===== src/rtl/gray_codec_pkg.sv =====
// Shared constants and helpers for the Gray codec pipeline.
// Optional step checking is enabled with the GRAY_STEP_CHECK_EN macro.
package gray_codec_pkg;

  localparam logic MODE_B2G = 1'b0;
  localparam logic MODE_G2B = 1'b1;
  localparam int   MAX_W    = 64;

  // Gray->binary bits each stage resolves, MSB-first.
  function automatic int bits_per_stage(input int data_w, input int pipe_stages);
    return (data_w + pipe_stages - 1) / pipe_stages;
  endfunction

  // True when two Gray words differ in more than one bit position.
  function automatic logic gray_multi_step(input logic [MAX_W-1:0] a,
                                           input logic [MAX_W-1:0] b);
    logic [MAX_W-1:0] x;
    x = a ^ b;
    return (x & (x - 64'd1)) != '0;
  endfunction

endpackage


===== src/rtl/gray_codec_stage.sv =====
// One elastic register stage of the Gray codec pipeline with its slice of the
// Gray->binary prefix XOR; stage 0 also does the full binary->Gray encode.
module gray_codec_stage
  import gray_codec_pkg::*;
#(
  parameter int DATA_W    = 8,
  parameter int STAGE_IDX = 0,
  parameter int BPS       = 4
) (
  input  logic              i_clk,
  input  logic              i_rst,
  input  logic              up_vld,
  output logic              up_rdy,
  input  logic              up_mode,
  input  logic [DATA_W-1:0] up_data,
`ifdef GRAY_STEP_CHECK_EN
  input  logic              up_err,
  output logic              dn_err,
`endif
  output logic              dn_vld,
  input  logic              dn_rdy,
  output logic              dn_mode,
  output logic [DATA_W-1:0] dn_data
);

  // Bit window [HI:LO] resolved here; LO may go negative on the last stage.
  localparam int HI = DATA_W - 1 - STAGE_IDX * BPS;
  localparam int LO = DATA_W - (STAGE_IDX + 1) * BPS;

  logic              vld_q;
  logic              mode_q;
  logic [DATA_W-1:0] data_q;
  logic [DATA_W-1:0] nxt;
  logic              carry;
  logic              load;

  assign up_rdy = !vld_q || dn_rdy;
  assign load   = up_vld && up_rdy;

  // Bits above HI arrive already binary, so carry picks up b[HI+1] on its way down.
  always_comb begin
    nxt   = up_data;
    carry = 1'b0;
    if (up_mode == MODE_G2B) begin
      for (int i = DATA_W - 1; i >= 0; i--) begin
        if (i <= HI && i >= LO) nxt[i] = carry ^ up_data[i];
        carry = nxt[i];
      end
    end else if (STAGE_IDX == 0) begin
      nxt = up_data ^ (up_data >> 1);
    end
  end

  always_ff @(posedge i_clk) begin
    if (i_rst) begin
      vld_q  <= 1'b0;
      mode_q <= 1'b0;
      data_q <= '0;
    end else begin
      if (up_rdy) vld_q <= up_vld;
      if (load) begin
        mode_q <= up_mode;
        data_q <= nxt;
      end
    end
  end

`ifdef GRAY_STEP_CHECK_EN
  logic err_q;
  always_ff @(posedge i_clk) begin
    if (i_rst)     err_q <= 1'b0;
    else if (load) err_q <= up_err;
  end
  assign dn_err = err_q;
`endif

  assign dn_vld  = vld_q;
  assign dn_mode = mode_q;
  assign dn_data = data_q;

endmodule


===== src/rtl/gray_codec_pipe.sv =====
// Elastic binary<->Gray converter, PIPE_STAGES deep with valid/ready flow control.
// Define GRAY_STEP_CHECK_EN to add o_step_err (multi-bit Gray step detection).
module gray_codec_pipe
  import gray_codec_pkg::*;
#(
  parameter int DATA_W      = 8,
  parameter int PIPE_STAGES = 2
) (
  input  logic              i_clk,
  input  logic              i_rst,
  input  logic              i_vld,
  output logic              o_rdy,
  input  logic              i_mode,
  input  logic [DATA_W-1:0] i_data,
  output logic              o_vld,
  input  logic              i_rdy,
  output logic              o_mode,
`ifdef GRAY_STEP_CHECK_EN
  output logic              o_step_err,
`endif
  output logic [DATA_W-1:0] o_data
);

  localparam int BPS = bits_per_stage(DATA_W, PIPE_STAGES);

  // Index s is the input of stage s; index PIPE_STAGES is the block output.
  logic [PIPE_STAGES:0]             vld_pipe;
  logic [PIPE_STAGES:0]             rdy_pipe;
  logic [PIPE_STAGES:0]             mode_pipe;
  logic [PIPE_STAGES:0][DATA_W-1:0] dat_pipe;

  assign vld_pipe[0]           = i_vld;
  assign mode_pipe[0]          = i_mode;
  assign dat_pipe[0]           = i_data;
  assign rdy_pipe[PIPE_STAGES] = i_rdy;
  assign o_rdy                 = rdy_pipe[0];

`ifdef GRAY_STEP_CHECK_EN
  logic [PIPE_STAGES:0] err_pipe;
  logic [DATA_W-1:0]    ref_q;
  logic                 ref_vld_q;

  // Compare against the last accepted Gray->binary word; none exists after reset.
  assign err_pipe[0] = (i_mode == MODE_G2B) && ref_vld_q &&
                       gray_multi_step(MAX_W'(ref_q), MAX_W'(i_data));

  always_ff @(posedge i_clk) begin
    if (i_rst) begin
      ref_q     <= '0;
      ref_vld_q <= 1'b0;
    end else if (i_vld && o_rdy && i_mode == MODE_G2B) begin
      ref_q     <= i_data;
      ref_vld_q <= 1'b1;
    end
  end

  assign o_step_err = err_pipe[PIPE_STAGES];
`endif

  for (genvar s = 0; s < PIPE_STAGES; s++) begin : g_stage
    gray_codec_stage #(
      .DATA_W    (DATA_W),
      .STAGE_IDX (s),
      .BPS       (BPS)
    ) u_stage (
      .i_clk   (i_clk),
      .i_rst   (i_rst),
      .up_vld  (vld_pipe[s]),
      .up_rdy  (rdy_pipe[s]),
      .up_mode (mode_pipe[s]),
      .up_data (dat_pipe[s]),
`ifdef GRAY_STEP_CHECK_EN
      .up_err  (err_pipe[s]),
      .dn_err  (err_pipe[s+1]),
`endif
      .dn_vld  (vld_pipe[s+1]),
      .dn_rdy  (rdy_pipe[s+1]),
      .dn_mode (mode_pipe[s+1]),
      .dn_data (dat_pipe[s+1])
    );
  end

  assign o_vld  = vld_pipe[PIPE_STAGES];
  assign o_mode = mode_pipe[PIPE_STAGES];
  assign o_data = dat_pipe[PIPE_STAGES];

endmodule


===== config.mk =====
export PLATFORM = sky130hd
export DESIGN_NAME = gray_codec_pipe
export DESIGN_NICKNAME = d
export VERILOG_FILES = /design/src/rtl/gray_codec_pkg.sv /design/src/rtl/gray_codec_stage.sv /design/src/rtl/gray_codec_pipe.sv
export SDC_FILE = /design/constraint.sdc
export NUM_CORES = 1
export LEC_CHECK = 0
export BUFFER_PORTS_ARGS = -buffer_cell sky130_fd_sc_hd__buf_2
export CORE_MARGIN = 2
export CORE_UTILIZATION = 54
export CTS_CLUSTER_DIAMETER = 60
export DETAILED_ROUTE_END_ITERATION = 7
export PLACE_DENSITY = 0.87
export SLEW_MARGIN = 10
export SYNTH_ARGS = -nofsm -noshare
export SYNTH_HDL_FRONTEND = slang
export SYNTH_SLANG_ARGS = --single-unit

===== constraint.sdc =====
create_clock -name i_clk -period 3.18 [get_ports i_clk]
set_input_delay 0.636 -clock i_clk [delete_from_list [all_inputs] [get_ports i_clk]]
set_output_delay 0.636 -clock i_clk [all_outputs]
set_load 0.01 [all_outputs]

==> impl_metrics.ini <==
[synthesis]
yosysUniqueCellTypes = 19
synth_cells = 114
syn_nets = 127
avgSynthCellArea_um2 = 8.199
ys_seq_area_share_pct = 42.84
ys_warn_count = 0
ys_ff_latch = 20
netlist_area_um2 = 934.6

[setup_path]
path_cells = buf_2 > nand3b_1 > buf_2
critPathMaxStageDelay_ns = 0.18
timing.rr.start = g_stage[1].u_stage.dn_vld
worstSetupEndpointType = output pin
reg2reg_to = g_stage[0].u_stage.dn_data[3]
critPathKind = in -> out
worst-path-buf-inv = 2
cp.arrival_ns = 1.09
cp.depth = 3
rr_worst_depth = 4
crit_family = buffers and inverters
cpMostUsedCell = buf_2
slowest_stage = nand3b_1
worstSetupStartpointType = primary input
critPathMaxFanout = 3
ff2ff_setup_slack_ns = 1.60
worstPathRequired_ns = 2.54

[clock_network]
post_cts_resized = 0
clk_latency_ns = 0.31
clockBufferDepth = 2
clock-sinks = 20
path_clk_slew_ns = 0.12
cts_inserted_buffers = 3
cts_setup_buffers = 0
htree_levels = 1
cts-root-buf = clkbuf_4
cts_tree = yes
hold_buffers = 0

[min_path]
worst_hold_path.endpoint = g_stage[0].u_stage.dn_data[5]
whs_path_depth = 2
hold_class = reg -> reg
worstHoldStart = g_stage[0].u_stage.dn_data[5]

[timing]
min_period_ns = 1.723
timing.fmax_mhz = 580.5
fin_crit_sh_pct = 54.17
report.final.hold_viol_count = 0
maxSlewViolCount = 0
maxSlewHeadroom_pct = 46.03
tightest_slew_ns = 0.8096
rsz0062_at_grt = no
setup_tns_ns = 0
fin_hold_ws_ns = 0.4674
clock_skew_ns = 0.008176
setup_viol = 0

[grt]
grt_max_degree = 22
grt_pass1_vias = 670
antenna_found_initial = 0
grt_usage_pct = 17.91
overflow = 0
grt_pass1_wl_um = 2684

[power]
power_uw = 566.0
power_density_mw_per_mm2 = 539.8
power.leakage_nw = 0.4402
peakVddDrop_uv = 293.9

[detailed_routing]
drc = 0
vias_per_cell = 5.438
ant_nets = 0
drt-total-wl_um = 1665
dr_total_vias = 794
wl_per_cell_um = 11.40
dr.pass1.iters = 4
drt_iter0_drc = 16

[floorplan]
ioPinCount = 24
coreArea_mm2 = 0.001670
die_h_um = 45.61
die_area_mm2 = 0.002080
initial_utilization_pct = 55.96
die_w_um = 45.61
rows = 15

[layout]
drive_above_1_share_pct = 21.71
fin_nets = 143
antennaDiodeCount = 0
area_growth_pct = 12.18
final_util_pct = 62.77
final_cell_area_mm2 = 0.001049

[placement]
place_area_um2 = 996.0
place_congestion = 0.7751
place_hpwl_um = 1241
io_buffers = 23

[run_status]
status = finished clean

[flow_run]
cap_viol_max_count = 0
stage by stage:
| stage | setup WS [ns] | instances |
|---|---|---|
| finish | 1.457 | 146 |
| global route | 1.411 | 146 |
| CTS | 1.453 | 146 |
| detailed placement | 1.303 | 142 |
| global placement | 1.421 | 142 |
| floorplan | 1.681 | 114 |
worst min-delay path: stages, from the launching register on:
cell	delay, ns
dfxtp_1	0.33
nand2_1	0.05
a21oi_1	0.05
logic make-up after synthesis:
group / share of synthesized area, %
AOI/OAI and AO/OA: 14.06
xor gates and xnor gates: 13.12
DFF: 42.84
and+or+nand+nor: 21.15
buffers and inverters: 8.835
area by class of cell:
| class | count | area (um2) |
|---|---|---|
| clock inverter | 1 | 30.03 |
| inverter | 2 | 7.507 |
| timing repair buffer | 23 | 115.1 |
| clock buffer | 3 | 22.52 |
| multi-input combinational | 80 | 451.7 |
| sequential | 20 | 400.4 |
| tap | 17 | 21.27 |
| fill | 154 | 621.8 |
power breakdown:
part           internal (mW)  switching (mW)
logic                 0.0365          0.0438
registers              0.266          0.0115
clock network          0.127          0.0805
per-layer routing:
| layer | up-vias | track usage (%) | share of wire, % |
|---|---|---|---|
| met5 | - | 0 | 0 |
| met4 | 0 | 12.35 | 2.5 |
| met3 | 4 | 2.381 | 5.0 |
| met2 | 27 | 29.86 | 48 |
| met1 | 367 | 20.92 | 44 |
| li1 | 396 | - | - |
how the worst max path moves through the flow:
stage,startpoint,end,slack (ns)
after CTS,i_rdy,o_rdy,1.45
after global routing,i_rdy,o_rdy,1.41
after detailed placement,i_rdy,g_stage[0].u_stage.dn_data[3],1.30
after global placement,i_rdy,g_stage[0].u_stage.dn_data[1],1.42
after floorplan,i_rdy,g_stage[0].u_stage.dn_data[2],1.68
final,i_rdy,o_rdy,1.46
sequential cells by signal, indices dropped and copies added, names as in the netlist:
name and cells:
g_stage.u_stage.dn_data 16, g_stage.u_stage.dn_mode 2, g_stage.u_stage.dn_vld 2
cell usage in the layout, fill, tap and decap left out, drive strengths merged:
cell type / n
a211oi: 6
o31ai: 1
buf: 23
a311oi: 1
xnor2: 8
bufinv: 1
o21ai: 1
clkbuf: 3
dfxtp: 20
a21oi: 11
nand2b: 1
nand2: 22
nor2b: 6
nor3: 1
a211o: 1
nor2: 12
or3: 1
nand3b: 2
xor2: 6
inv: 2
synth_stat cells (all sizes together):
| master | number | share of area, % |
|---|---|---|
| a211o | 1 | 1.1 |
| dfxtp | 20 | 43 |
| nor2 | 12 | 4.8 |
| clkbuf | 4 | 1.6 |
| nor3 | 1 | 0.53 |
| o21ai | 1 | 0.53 |
| o31ai | 1 | 0.80 |
| buf | 8 | 6.4 |
| nand2b | 1 | 0.67 |
| nand2 | 22 | 8.8 |
| xnor2 | 8 | 7.5 |
| a311oi | 1 | 0.94 |
| inv | 2 | 0.80 |
| nand3b | 2 | 1.6 |
| xor2 | 6 | 5.6 |
| a21oi | 11 | 5.9 |
| a211oi | 6 | 4.8 |
| nor2b | 6 | 4.0 |
| or3 | 1 | 0.67 |
(Power assumes the default switching activity.)
